$ cat config.mk
export PLATFORM = sky130hd
export DESIGN_NAME = stall_ctrl
export DESIGN_NICKNAME = d
export VERILOG_FILES = /design/src/rtl/stall_ctrl_pkg.sv /design/src/rtl/stall_ctrl_md_busy_timer.sv /design/src/rtl/stall_ctrl.sv
export SDC_FILE = /design/constraint.sdc
export NUM_CORES = 1
export LEC_CHECK = 0
export CAP_MARGIN = 20
export CELL_PAD_IN_SITES_DETAIL_PLACEMENT = 0
export CELL_PAD_IN_SITES_GLOBAL_PLACEMENT = 1
export CORE_MARGIN = 3
export CORE_UTILIZATION = 39
export DETAILED_ROUTE_END_ITERATION = 6
export MAX_ROUTING_LAYER = met4
export PLACE_DENSITY = 0.86
export SETUP_SLACK_MARGIN = 0.15
export SYNTH_ARGS = -nofsm -noshare
export SYNTH_HDL_FRONTEND = slang
export SYNTH_SLANG_ARGS = --single-unit
$ cat constraint.sdc
create_clock -name clk -period 5.1 [get_ports clk]
set_input_delay 0.765 -clock clk [delete_from_list [all_inputs] [get_ports clk]]
set_output_delay 0.765 -clock clk [all_outputs]
set_load 0.02 [all_outputs]
$ cat src/rtl/stall_ctrl_pkg.sv
// Shared encodings and constants for the pipeline stall controller.
package stall_ctrl_pkg;

    localparam logic [1:0] TUSE_NONE       = 2'd3;
    localparam int         MULT_CYCLES_DEF = 5;
    localparam int         DIV_CYCLES_DEF  = 10;

    typedef enum logic {
        MD_IDLE = 1'b0,
        MD_BUSY = 1'b1
    } md_state_e;

    // A source register stalls when a younger-stage producer will not have it ready in time.
    function automatic logic reg_hazard(
        input logic [4:0] src,
        input logic [1:0] tuse,
        input logic [4:0] a3_e,
        input logic [1:0] tnew_e,
        input logic [4:0] a3_m,
        input logic [1:0] tnew_m
    );
        logic hit_e;
        logic hit_m;
        hit_e = (src == a3_e) && (tnew_e > tuse);
        hit_m = (src == a3_m) && (tnew_m > tuse);
        return (src != 5'd0) && (hit_e || hit_m);
    endfunction

endpackage

$ cat src/rtl/stall_ctrl_md_busy_timer.sv
// HI/LO unit busy timer: loads the unit latency on a start and counts down to idle.
module md_busy_timer
    import stall_ctrl_pkg::*;
#(
    parameter int MULT_CYCLES = MULT_CYCLES_DEF,
    parameter int DIV_CYCLES  = DIV_CYCLES_DEF
) (
    input  logic clk,
    input  logic reset,
    input  logic mult_start,
    input  logic div_start,
    output logic busy
);

    localparam int MAX_CYCLES = (DIV_CYCLES > MULT_CYCLES) ? DIV_CYCLES : MULT_CYCLES;
    localparam int CW         = $clog2(MAX_CYCLES + 1);

    md_state_e         state_q;
    md_state_e         state_d;
    logic [CW-1:0]     count_q;
    logic [CW-1:0]     count_d;
    logic              busy_q;

    // Next-state logic; a start in either state (re)loads the count, div winning over mult.
    always_comb begin
        state_d = state_q;
        count_d = count_q;
        case (state_q)
            MD_IDLE: begin
                if (div_start) begin
                    count_d = CW'(DIV_CYCLES);
                    state_d = MD_BUSY;
                end else if (mult_start) begin
                    count_d = CW'(MULT_CYCLES);
                    state_d = MD_BUSY;
                end else begin
                    count_d = {CW{1'b0}};
                    state_d = MD_IDLE;
                end
            end
            MD_BUSY: begin
                if (div_start) begin
                    count_d = CW'(DIV_CYCLES);
                end else if (mult_start) begin
                    count_d = CW'(MULT_CYCLES);
                end else begin
                    count_d = count_q - CW'(1);
                end
                if (count_d == {CW{1'b0}}) begin
                    state_d = MD_IDLE;
                end else begin
                    state_d = MD_BUSY;
                end
            end
            default: begin
                count_d = {CW{1'b0}};
                state_d = MD_IDLE;
            end
        endcase
    end

    // State, count and busy flag registers; reset aborts any operation in flight.
    always_ff @(posedge clk or negedge reset) begin
        if (!reset) begin
            state_q <= MD_IDLE;
            count_q <= {CW{1'b0}};
            busy_q  <= 1'b0;
        end else begin
            state_q <= state_d;
            count_q <= count_d;
            busy_q  <= (count_d != {CW{1'b0}});
        end
    end

    assign busy = busy_q;

endmodule

$ cat src/rtl/stall_ctrl.sv
// Pipeline hazard/stall controller: data and HI/LO hazards, PC/F-D hold, D->E bubble, stall counter.
module stall_ctrl
    import stall_ctrl_pkg::*;
#(
    parameter int MULT_CYCLES = MULT_CYCLES_DEF,
    parameter int DIV_CYCLES  = DIV_CYCLES_DEF,
    parameter int CNT_W       = 32
) (
    input  logic             clk,
    input  logic             reset,
    input  logic [4:0]       rs_D,
    input  logic [4:0]       rt_D,
    input  logic [1:0]       tuse_rs_D,
    input  logic [1:0]       tuse_rt_D,
    input  logic             md_use_D,
    input  logic [4:0]       a3_E,
    input  logic [1:0]       tnew_E,
    input  logic [4:0]       a3_M,
    input  logic [1:0]       tnew_M,
    input  logic             mult_start_E,
    input  logic             div_start_E,
    input  logic             cnt_clr,
    output logic             pc_en,
    output logic             ir_d_en,
    output logic             e_flush,
    output logic             md_busy,
    output logic [CNT_W-1:0] stall_cnt
);

    logic             stall_rs_s;
    logic             stall_rt_s;
    logic             stall_md_s;
    logic             stall_s;
    logic [CNT_W-1:0] stall_cnt_q;
    logic [CNT_W-1:0] stall_cnt_d;

    md_busy_timer #(
        .MULT_CYCLES (MULT_CYCLES),
        .DIV_CYCLES  (DIV_CYCLES)
    ) u_md_timer (
        .clk        (clk),
        .reset      (reset),
        .mult_start (mult_start_E),
        .div_start  (div_start_E),
        .busy       (md_busy)
    );

    assign stall_rs_s = reg_hazard(rs_D, tuse_rs_D, a3_E, tnew_E, a3_M, tnew_M);
    assign stall_rt_s = reg_hazard(rt_D, tuse_rt_D, a3_E, tnew_E, a3_M, tnew_M);
    // A start in E is counted as busy already, since the timer only sees it next cycle.
    assign stall_md_s = md_use_D && (md_busy || mult_start_E || div_start_E);
    assign stall_s    = stall_rs_s | stall_rt_s | stall_md_s;

    assign pc_en   = ~stall_s;
    assign ir_d_en = ~stall_s;
    assign e_flush = stall_s;

    // Saturating stall counter; clear wins over increment.
    always_comb begin
        stall_cnt_d = stall_cnt_q;
        if (cnt_clr) begin
            stall_cnt_d = {CNT_W{1'b0}};
        end else if (stall_s && !(&stall_cnt_q)) begin
            stall_cnt_d = stall_cnt_q + CNT_W'(1);
        end else begin
            stall_cnt_d = stall_cnt_q;
        end
    end

    // Stall counter register.
    always_ff @(posedge clk or negedge reset) begin
        if (!reset) begin
            stall_cnt_q <= {CNT_W{1'b0}};
        end else begin
            stall_cnt_q <= stall_cnt_d;
        end
    end

    assign stall_cnt = stall_cnt_q;

endmodule

======== Word level (Yosys, flattened, before mapping) ========
Cells that the tools add are included.
cells by class
  add/sub/neg operators ................... 2
  $lt $le $gt $ge ......................... 4
  eq/ne operators ......................... 4
  muxes and demuxes ....................... 12
  bitwise logic cells ..................... 4
  reduce and logical (&&, ||, !) cells .... 19
operators by type and width
  kind                                               number
  two-way mux 32 bit                                 2
  adder 32 x 1 -> 32 bit (second input constant)     1
  AND reduction 32 bit                               1
  == test 5 bit                                      4
  two-way mux 4 bit                                  4
  nonzero test 5 bit                                 2
  > comparator 2 bit                                 4
  logical AND 1 bit                                  8
  one-hot mux 4 bit (2 select lines)                 1
  zero test 4 bit                                    1
  logical OR 1 bit                                   4
  nonzero test 4 bit                                 1
  subtractor 4 x 1 -> 4 bit (second input constant)  1
  two-way mux 1 bit                                  3
  two-way mux 3 bit                                  1
  NOT 1 bit                                          2
  OR 1 bit                                           2
  one-hot mux 1 bit (2 select lines)                 1
  nonzero test 2 bit                                 1
  zero test 1 bit                                    1
word-level totals
  flip-flop bits (word level) ............. 38
  output and inout bits ................... 36
  word-level logic and storage cells ...... 49

======== Logic depth before layout (Yosys ltp) ========
  depth in word-level cells ............... 9
  gate-level depth with buffers ........... 11
  depth with buffers taken out ............ 10

======== Cells and area by module ========
Synthesis repeated with hierarchy kept, for this count alone.
unflattened totals
  cells, all modules ...................... 288
  area, all modules ....................... 2585.0 um^2
by module, submodules not included
  module         instances  cells an instance  area each (um^2)  sequential area each (um^2)
  stall_ctrl     1          264                2321.0            800.8
  md_busy_timer  1          24                 264.0             150.1

======== Worst setup path before layout ========
OpenSTA, ideal clock, no wires.
  path type ............................... input to output
  from .................................... input tuse_rs_D[1]
  to ...................................... output pc_en
  arrival ................................. 2414 ps
  data required time ...................... 4335 ps
  path slack .............................. 1921 ps
  cell stages on the path ................. 10
  buffers on the path ..................... 3
  path through ............................ inv_1 -> ha_1 -> nor2b_1 -> o21ai_0 -> a2111oi_2 -> o22ai_1 -> and3_4 -> buf_2 -> buf_2 -> buf_4
on the way
  word-level cells in the longest chain between the ends .. 7
  elaborated cells on any way between the ends .. 9
RTL lines
  item                                   line                                        source
  start: declaration                     stall_ctrl.sv:13                            input logic [1:0] tuse_rs_D,
  > comparator 2 bit (on tied branches)  stall_ctrl_pkg.sv:24, stall_ctrl_pkg.sv:25
  logical AND 1 bit (on tied branches)   stall_ctrl_pkg.sv:24, stall_ctrl_pkg.sv:25
  logical OR 1 bit *                     stall_ctrl_pkg.sv:26                        return (src != 5'd0) && (hit_e || hit_m);
  logical AND 1 bit *                    stall_ctrl_pkg.sv:26
  OR 1 bit * (2 in a row)                stall_ctrl.sv:52                            assign stall_s = stall_rs_s | stall_rt_s | stall_md_s;
  NOT 1 bit *                            --
  end: declaration                       stall_ctrl.sv:23                            output logic pc_en,
Every way passes the cells marked *; elsewhere a longest branch is shown, timed or not.

======== Final worst setup path ========
  from .................................... input tuse_rt_D[1]
  to ...................................... output e_flush
on the way
  word-level cells in the longest chain between the ends .. 6
  elaborated cells on any way between the ends .. 8
RTL lines
  item                                   line                                        source
  start: declaration                     stall_ctrl.sv:14                            input logic [1:0] tuse_rt_D,
  > comparator 2 bit (on tied branches)  stall_ctrl_pkg.sv:24, stall_ctrl_pkg.sv:25
  logical AND 1 bit (on tied branches)   stall_ctrl_pkg.sv:24, stall_ctrl_pkg.sv:25
  logical OR 1 bit *                     stall_ctrl_pkg.sv:26
  logical AND 1 bit *                    stall_ctrl_pkg.sv:26
  OR 1 bit * (2 in a row)                stall_ctrl.sv:52
  end: declaration                       stall_ctrl.sv:25                            output logic e_flush,
Marks and branches as above.

==> metrics.md <==
| Metric | Value |
|---|---|
| Die Y | `88.6 µm` |
| Vias in the first global route | `2350` |
| Max rail drop VDD | `0.0000974 V` |
| Yosys reg bits | `38` |
| Wirelength per Cell | `15.1 µm` |
| Synth unique cells | `45` |
| Worst min path class | `input port to asynchronous set/reset pin` |
| Crit path DAT | `3.11 ns` |
| Mapped Cells | `291` |
| CTS max path bufs | `2` |
| Maximum Capacitance Violations | `0` |
| Clock power share | `32.8%` |
| Tot GR Track Use | `18.5%` |
| Final Setup Violations | `0` |
| Total Power | `0.651 mW` |
| Postcts setup bufs | `0` |
| Clock-pin slew on the worst setup and hold paths | `0.08 ns` |
| Worst Max-Slew Pin Slew | `0.850 ns` |
| Power density cells | `190 nW/µm²` |
| Post-synth ARST share | `100%` |
| GP Congestion | `0.879` |
| RR Startpoint | `stall_cnt[18]` |
| Fraction of layout cells with a size suffix above 1 | `7.06%` |
| CTS Sinks | `38` |
| Main synth FF type | `dfrtp_1` |
| Final Max Tran Viols | `0` |
| Flop pwr share | `48.1%` |
| Fmax | `258 MHz` |
| DR iter-0 viols | `160` |
| Post-place instance area | `3340 µm²` |
| EDFF count, synth | `0` |
| Cell Rows | `29` |
| Critical path endpoint category | `output pin` |
| Sw Pwr | `0.176 mW` |
| Final Hold Fails | `0` |
| Final period util | `75.9%` |
| Final Skew | `0.0103 ns` |
| Area grow syn2layout | `28.9%` |
| Worst setup SP type | `input port` |
| Routed WL | `6.52 mm` |
| Sw Ratio | `27.0%` |
| Yosys warns | `0` |
| IO Pins | `70` |
| Die X | `88.6 µm` |
| Most Crowded Layer GR | `met2` |
| Hpwl dp | `4.77 mm` |
| Register area share after synthesis | `35.8%` |
| Slew HR | `43.3%` |
| Detailed Routing Iterations Pass 1 | `4` |
| Final ANT Viol Nets | `0` |
| Hold_buf cts | `0` |
| Grt met3 use | `3.54%` |
| Critical path class | `input port to output pin` |
| CTS H-tree depth | `2` |
| DRC | `0` |
| CTS tree | `built` |
| Die Area | `7840 µm²` |
| Crit. Startpoint | `tuse_rt_D[1]` |
| ANT cells | `0` |
| Total Neg Setup Slack | `0 ns` |
| Met2 Use GR | `29.6%` |
| CTS Buf Count | `5` |
| Leakage | `1.32 nW` |
| Power share of the combinational group | `19.1%` |
| Gates resized, CTS repair | `0` |
| I/O Buffers | `69` |
| CTS Root Cell | `clkbuf_8` |
| Period minus WS final | `3.87 ns` |
| Largest net degree at the start of global routing | `57` |
| First-pass GRT wire length | `11.1 mm` |
| Worst skew pair latency | `0.29 ns` |
| Post-Layout Inst Area | `3430 µm²` |
| RSZ-0062 raised after global routing | `no` |
| Core area | `6490 µm²` |
| Pint | `0.475 mW` |
| Vias per cell | `5.78` |
| Mapped Nets | `335` |
| Via count | `2490` |
| Initial antenna violation count | `0` |
| Final Util | `52.8%` |
| Syn avg cell area | `9.14 µm²` |
| Largest fanout on the critical path | `4` |
| Nets | `397` |
| Outcome | `completed` |
| Met1 track utilization from global routing | `23.8%` |
| Synthesized area | `2660 µm²` |
| Grt ovf | `0` |
| CP required | `4.34 ns` |
| Initial Util | `40.9%` |
[logic make-up (layout without fill, tap and decap cells)]
kind of cell,after synthesis,count (layout),synth area share [%]
AOI/OAI and AO/OA,65,65,15.5
and+or+nand+nor,123,123,28.2
xor gates and xnor gates,22,22,7.25
buffers and inverters,28,91,6.21
DFF,38,38,35.8
muxes,5,5,2.40
adders and majority gates,10,10,4.71
[critical path, cell delays in order]
cell	delay [ns]
clkdlybuf4s50_1	0.47
inv_1	0.06
ha_1	0.30
nand2_1	0.08
nand4_1	0.09
nor4_1	0.32
o22ai_1	0.13
and3_4	0.22
inv_2	0.07
clkdlybuf4s50_1	0.61
[flip-flops by register name (all words and copies together), names as in the netlist]
register	flops
u_md_timer.busy	1
stall_cnt	32
u_md_timer.count_q	4
u_md_timer.state_q	1
[cells in the mapped netlist, types with 2 or more instances]
cell type  instances  area share [%]
o211ai_1           2            0.56
o21ba_2            2            0.75
mux2_4             2             1.1
o22ai_1            2            0.47
nand3_2            2            0.75
o31a_1             2            0.66
nand2_1           13             1.8
or4_1             21             5.9
nand3_1           19             3.6
a21oi_1           28             5.3
and4_1             2            0.66
or3_1              5             1.2
nand2b_1           2            0.47
mux2_1             3             1.3
o31ai_1           18             5.1
clkbuf_1           5            0.71
buf_6              7             3.0
xor2_1             9             3.0
nor2b_1            7             1.6
dfrtp_1           38              36
nor4_1             8             1.9
inv_1             11             1.6
o21ai_0            7             1.3
and3_1            12             2.8
ha_1              10             4.7
nor2_1            11             1.6
nand4_1            9             2.1
nor3_1             3            0.56
buf_2              3            0.56
xnor2_1           13             4.3
[cell usage in the layout (no fill, tap or decap), types with 5 or more instances in the layout]
cell,count
nand4_1,9
nor4_1,8
o21ai_0,7
clkbuf_8,6
and3_1,12
inv_1,11
dfrtp_1,38
clkdlybuf4s50_1,68
or4_1,21
nand3_1,19
xor2_1,9
xnor2_1,13
a21oi_1,28
nor2_1,11
nor2b_1,7
nand2_1,13
ha_1,10
o31ai_1,18
or3_1,5
[metal layers]
layer  wire, µm  share of wire (%)
met5          0                  0
met4         75                1.1
met3        322                4.9
met2       3090                 47
met1       3030                 47
[final cells by class]
type	instances	area, µm²
fill	584	3070
multi-input combinational	225	1540
sequential	38	951
timing repair buffer	71	701
tap	77	96.3
clock buffer	7	86.3
inverter	12	45.0
clock inverter	1	5.00
[power by group through the flow]
stage | registers [mW] | logic (mW) | clock network, mW
3_5_place_dp | 0.319 | 0.125 | 0
5_1_grt | 0.314 | 0.138 | 0.240
4_1_cts | 0.313 | 0.126 | 0.220
2_1_floorplan | 0.321 | 0.0658 | 0
3_3_place_gp | 0.318 | 0.123 | 0
6_report | 0.313 | 0.124 | 0.214
[stage by stage]
| stage | setup slack, ns | std cells | hold WS (ns) |
|---|---|---|---|
| 6_report | 1.23 | 431 | 0.577 |
| 2_1_floorplan | 1.92 | 291 | 0.469 |
| 4_1_cts | 1.22 | 431 | 0.583 |
| 5_1_grt | 1.04 | 431 | 0.609 |
| 3_3_place_gp | 1.31 | 423 | 0.548 |
| 3_5_place_dp | 1.23 | 423 | 0.571 |
[worst paths after layout]
kind	endpoint	slack, ns	depth (start not counted)
setup reg to reg	stall_cnt[17]	2.49	6
min in group clk	stall_cnt[22]	0.58	2
setup / recovery	e_flush	1.23	10
hold / removal	stall_cnt[22]	0.58	1
max in group asynchronous	stall_cnt[11]	3.98	1
hold reg to reg	stall_cnt[22]	0.58	2
(Power assumes the default switching activity.)
